==> src/rtl/shift_issue_stage.sv <==
// rtl/shift_issue_stage.sv - operand-capture and issue FIFO feeding the 32-bit sll/sra barrel shifter
//
// Purpose:
//   Accepts shift requests over a valid/ready handshake, queues them in a
//   DEPTH-entry FIFO, stamps each with an in-order tag and presents the head
//   entry as registered operand/control signals to a purely combinational
//   shifter. No fall-through: an accepted request shows at the head one
//   cycle later.
//
// Optional feature (macro SHIFT_ISSUE_STATS_EN):
//   Adds stat_stall_cycles (saturating count of in_valid && !in_ready cycles)
//   and stat_issued (wrapping count of pops).
//
// Ports:
//   clock, reset_n     clock and asynchronous active-low reset
//   in_valid/in_ready  upstream handshake; in_ready is registered
//   in_operandA        value to shift
//   in_shiftamt        shift amount 0..31
//   in_sra             0 = logical left, 1 = arithmetic right
//   out_valid/out_ready downstream handshake for the head entry
//   data_operandA, ctrl_shiftamt, ctrl_sra, out_tag
//                      head entry fields, zero while empty
//   occupancy          number of queued entries
//   stat_stall_cycles, stat_issued  (SHIFT_ISSUE_STATS_EN only)

module shift_issue_stage #(
    parameter int DEPTH = 2,
    parameter int TAG_W = 4
) (
    input  logic                     clock,
    input  logic                     reset_n,
    input  logic                     in_valid,
    output logic                     in_ready,
    input  logic [31:0]              in_operandA,
    input  logic [4:0]               in_shiftamt,
    input  logic                     in_sra,
    output logic                     out_valid,
    input  logic                     out_ready,
    output logic [31:0]              data_operandA,
    output logic [4:0]               ctrl_shiftamt,
    output logic                     ctrl_sra,
    output logic [TAG_W-1:0]         out_tag,
    output logic [$clog2(DEPTH):0]   occupancy
`ifdef SHIFT_ISSUE_STATS_EN
    ,
    output logic [15:0]              stat_stall_cycles,
    output logic [15:0]              stat_issued
`endif
);

    localparam int PTR_W = $clog2(DEPTH);
    localparam int CNT_W = PTR_W + 1;
    localparam logic [CNT_W-1:0] DEPTH_C = CNT_W'(DEPTH);

    typedef struct packed {
        logic [31:0]      operand;
        logic [4:0]       shamt;
        logic             sra;
        logic [TAG_W-1:0] tag;
    } entry_t;

    entry_t             r_mem [DEPTH];
    logic [PTR_W-1:0]   r_wr_ptr;
    logic [PTR_W-1:0]   r_rd_ptr;
    logic [CNT_W-1:0]   r_count;
    logic [TAG_W-1:0]   r_tag_cnt;
    logic               r_in_ready;

    logic               w_not_empty;
    logic               w_push;
    logic               w_pop;
    logic [CNT_W-1:0]   w_count_next;
    entry_t             w_head;

    // ------------------------------------------------------------------
    // Handshake decode. in_ready is a register, so the push decision
    // never depends on out_ready in the same cycle.
    // ------------------------------------------------------------------
    assign w_not_empty  = (r_count != '0);
    assign w_push       = in_valid && r_in_ready;
    assign w_pop        = w_not_empty && out_ready;
    assign w_count_next = r_count + CNT_W'(w_push) - CNT_W'(w_pop);

    // ------------------------------------------------------------------
    // Control state: pointers, count, tag counter, registered in_ready.
    // ------------------------------------------------------------------
    always_ff @(posedge clock or negedge reset_n) begin
        if (!reset_n) begin
            r_wr_ptr   <= '0;
            r_rd_ptr   <= '0;
            r_count    <= '0;
            r_tag_cnt  <= '0;
            r_in_ready <= 1'b0;
        end else begin
            if (w_push) begin
                r_wr_ptr  <= r_wr_ptr + PTR_W'(1);
                r_tag_cnt <= r_tag_cnt + TAG_W'(1);
            end
            if (w_pop) begin
                r_rd_ptr <= r_rd_ptr + PTR_W'(1);
            end
            r_count    <= w_count_next;
            // Looks ahead at the post-update count so a pop while full
            // reopens the input exactly one cycle later.
            r_in_ready <= (w_count_next < DEPTH_C);
        end
    end

    // Storage needs no reset: every read is gated by the entry count.
    always_ff @(posedge clock) begin
        if (w_push) begin
            r_mem[r_wr_ptr] <= '{operand: in_operandA,
                                 shamt:   in_shiftamt,
                                 sra:     in_sra,
                                 tag:     r_tag_cnt};
        end
    end

    // ------------------------------------------------------------------
    // Head presentation: driven only from registers, forced to zero when
    // empty so the shifter sees a quiet bus.
    // ------------------------------------------------------------------
    always_comb begin
        w_head = '0;
        if (w_not_empty) begin
            w_head = r_mem[r_rd_ptr];
        end
    end

    assign in_ready      = r_in_ready;
    assign out_valid     = w_not_empty;
    assign data_operandA = w_head.operand;
    assign ctrl_shiftamt = w_head.shamt;
    assign ctrl_sra      = w_head.sra;
    assign out_tag       = w_head.tag;
    assign occupancy     = r_count;

`ifdef SHIFT_ISSUE_STATS_EN
    logic [15:0] r_stall_cycles;
    logic [15:0] r_issued;

    always_ff @(posedge clock or negedge reset_n) begin
        if (!reset_n) begin
            r_stall_cycles <= '0;
            r_issued       <= '0;
        end else begin
            if (in_valid && !r_in_ready && (r_stall_cycles != 16'hFFFF)) begin
                r_stall_cycles <= r_stall_cycles + 16'd1;
            end
            if (w_pop) begin
                r_issued <= r_issued + 16'd1;
            end
        end
    end

    assign stat_stall_cycles = r_stall_cycles;
    assign stat_issued       = r_issued;
`endif

endmodule

==> config.mk <==
export PLATFORM = sky130hd
export DESIGN_NAME = shift_issue_stage
export DESIGN_NICKNAME = d
export VERILOG_FILES = /design/src/rtl/shift_issue_stage.sv
export SDC_FILE = /design/constraint.sdc
export NUM_CORES = 1
export LEC_CHECK = 0
export CORE_MARGIN = 3
export CORE_UTILIZATION = 50
export CTS_CLUSTER_DIAMETER = 120
export DETAILED_ROUTE_END_ITERATION = 7
export DONT_BUFFER_PORTS = 1
export SLEW_MARGIN = 20
export SYNTH_ARGS = -nofsm -noshare
export SYNTH_HDL_FRONTEND = slang
export SYNTH_SLANG_ARGS = --single-unit
==> constraint.sdc <==
create_clock -name clock -period 8.59 [get_ports clock]
set_input_delay 0.859 -clock clock [delete_from_list [all_inputs] [get_ports clock]]
set_output_delay 0.859 -clock clock [all_outputs]
set_load 0.01 [all_outputs]
==> results.py <==
metrics = {
    "drt": {
        "drc": 0,
        "first_iter_violations": 82,
        "routed_wl_um": 5640,
        "dr.pass1.iters": 4,
        "antenna_left": 0,
        "vias": 1617,
        "wl_per_cell_um": 18.0,
        "routed_via_density": 5.15,
    },
    "die": {
        "die_y_um": 90.6,
        "core_area_um2": 6870,
        "dieArea_um2": 8210,
        "start_util_pct": 52.1,
        "pin_count": 88,
        "fp.dieW_um": 90.6,
        "placementRows": 30,
    },
    "clocking": {
        "cts_made_buffers": 9,
        "cts.sinks": 93,
        "clockRootBuffer": "clkbuf_8",
        "path_clk_slew_ns": 0.08,
        "holdBufCountCts": 0,
        "cts_resized": 0,
        "postCtsSetupBuffers": 0,
        "cts_tree": "done",
        "clk_latency_ns": 0.34,
        "cts.htree.levels": 3,
        "clk_path_buf_depth": 2,
    },
    "sta": {
        "max_slew_margin_pct": 34.3,
        "finalCriticalPeriod_ns": 2.68,
        "setup_viol": 0,
        "tightest_slew_ns": 0.985,
        "fin_tns_setup_ns": 0,
        "hold_viol": 0,
        "rsz0062_at_grt": "no",
        "fin_worst_skew_ns": 0.0126,
        "clock.fmax_ghz": 0.373,
        "slew_viol_final": 0,
        "min_period_over_period_pct": 31.2,
    },
    "finish": {
        "final.fill_count": 566,
        "fin_nets": 257,
        "stdcell_area_um2": 3880,
        "drive_gt1_share_pct": 11.0,
        "insertedDiodeCount": 0,
        "area_delta_synth_final_pct": 8.35,
    },
    "run": {
        "drv_cap": 0,
    },
    "power": {
        "p_leak_uw": 0.00140,
        "power-per-cell-area_nw_per_um2": 355,
        "ir_drop_v": 0.000265,
    },
    "logic_synthesis": {
        "synth_edf_count": 84,
        "synth.area.top_cells": "edfxtp_1 (70%), mux2i_1 (12%), dfrtp_1 (6.3%)",
        "synth_flop_cell": "edfxtp_1",
        "synth_cell_types": 20,
        "synth_top_cell_area_share_pct": 70.4,
        "synth_warnings": 0,
        "synth-seq-cells": 93,
        "synth_cells": 209,
        "syn_area_um2": 3580,
        "syn_area_per_cell_um2": 17.1,
        "ys_seq_area_share_pct": 76.7,
        "synthesis.nets": 253,
        "post-synth-top-area-cell": "edfxtp_1",
        "yosysMostFrequentCell": "edfxtp_1",
        "ys_async_sr_fraction_pct": 9.68,
        "yosys-top-cells-count": "edfxtp_1 (84), nor2_1 (44), mux2i_1 (42)",
    },
    "grt": {
        "grt_max_degree": 44,
        "grt_pass1_vias": 1786,
        "grt.overflow.total": 0,
        "antenna_found_initial": 0,
        "grt_pass1_wl_um": 9110,
        "track_usage_pct": 14.6,
    },
    "setup_path": {
        "worstPathMaxFanout": 43,
        "end_kind": "output pin",
        "r2r_cells": 6,
        "crit_chain": "nor2_4, nor2_1",
        "cpPeakStageDelay_ns": 0.78,
        "slowest_stage": "nor2_4",
        "start_kind": "flop",
        "cp.required_ns": 7.73,
        "critPathKind": "reg2out",
        "worst_ep_arrival_time_ns": 1.82,
    },
    "place": {
        "place_congestion": 0.733,
        "portBuffers": 0,
        "dpl_cell_area_um2": 3650,
        "dp_hpwl_um": 3650,
    },
    "worst_hold_path": {
        "worstHoldPathType": "in2async",
    },
    "outcome": {
        "status": "complete, no violations",
    },
}
-- power breakdown --
| part | leakage (uW) | switching, uW | internal, uW |
|---|---|---|---|
| logic | 0.000428 | 277 | 133 |
| clock network | 0.0000968 | 134 | 164 |
| registers | 0.000879 | 49.7 | 616 |
-- per-layer routing --
metal | GRT usage, % | share of wire, % | vias up
li1 | - | - | 769
met1 | 14.6 | 36 | 795
met2 | 26.1 | 55 | 47
met3 | 5.67 | 7.3 | 6
met4 | 7.65 | 1.3 | 0
met5 | 0 | 0 | -
-- registers in the layout, summed over array words and instances (netlist names) --
signal	flops
r_mem	84
r_rd_ptr	1
in_ready	1
r_wr_ptr	1
r_tag_cnt	4
occupancy	2
-- kinds of logic after synthesis --
logic type / share of synthesized area (%)
muxes: 12.4
buffers and inverters: 2.13
and+or+nand+nor: 5.73
AOI/OAI and AO/OA: 0.314
adders and majority gates: 0.699
DFF: 76.7
xor gates and xnor gates: 1.96
-- critical path: cells and delay by family (launching register included) --
| family | cells | cell delay (ns) |
|---|---|---|
| flip-flops | 1 | 0.48 |
| AND/OR/NAND/NOR | 2 | 1.01 |
-- cell type report --
class                   count  area (um2)  area share [%]
multi-input cells         106         769            19.8
flip-flops and latches     93        2750            70.8
well taps                  96         120            3.10
inverters                   1        3.75          0.0967
clock inverters             4        75.1            1.93
clock buffers              12         135            3.48
repair buffers              2        27.5           0.709
-- worst paths after layout --
check                          endpoint         start  slack (ns)
setup / recovery             out_tag[2]  occupancy[1]        5.91
hold / removal             r_tag_cnt[3]       reset_n        0.21
setup reg to reg               in_ready  occupancy[1]        6.39
hold reg to reg                r_rd_ptr      r_rd_ptr        0.47
max in group asynchronous      r_rd_ptr       reset_n        8.30
min in group clock             r_rd_ptr      r_rd_ptr        0.47
-- per-stage QoR --
| step | total power, uW | setup slack, ns | hold WS [ns] | cells | util (%) |
|---|---|---|---|---|---|
| 6_report | 1380 | 5.91 | 0.210 | 314 | 56.5 |
| 3_3_place_gp | 1080 | 6.27 | 0.457 | 297 | 53.1 |
| 3_5_place_dp | 1100 | 6.19 | 0.466 | 297 | 53.1 |
| 5_1_grt | 1460 | 5.73 | 0.167 | 314 | 56.5 |
| 2_1_floorplan | 1030 | 5.40 | 0.454 | 209 | - |
| 4_1_cts | 1400 | 5.83 | 0.184 | 313 | 56.2 |
-- cells in the final DEF, fill, tap and decap left out, drive strengths merged --
cell type	count
clkinvlp	2
and3	1
inv	1
mux2	1
nand2	2
bufinv	2
edfxtp	84
a21boi	1
dfrtp	9
clkbuf	12
xnor2	5
nor2	45
nor2b	1
nand3	2
xor2	3
ha	2
mux2i	43
buf	2
No activity file was read; power rests on OpenSTA's default activity.
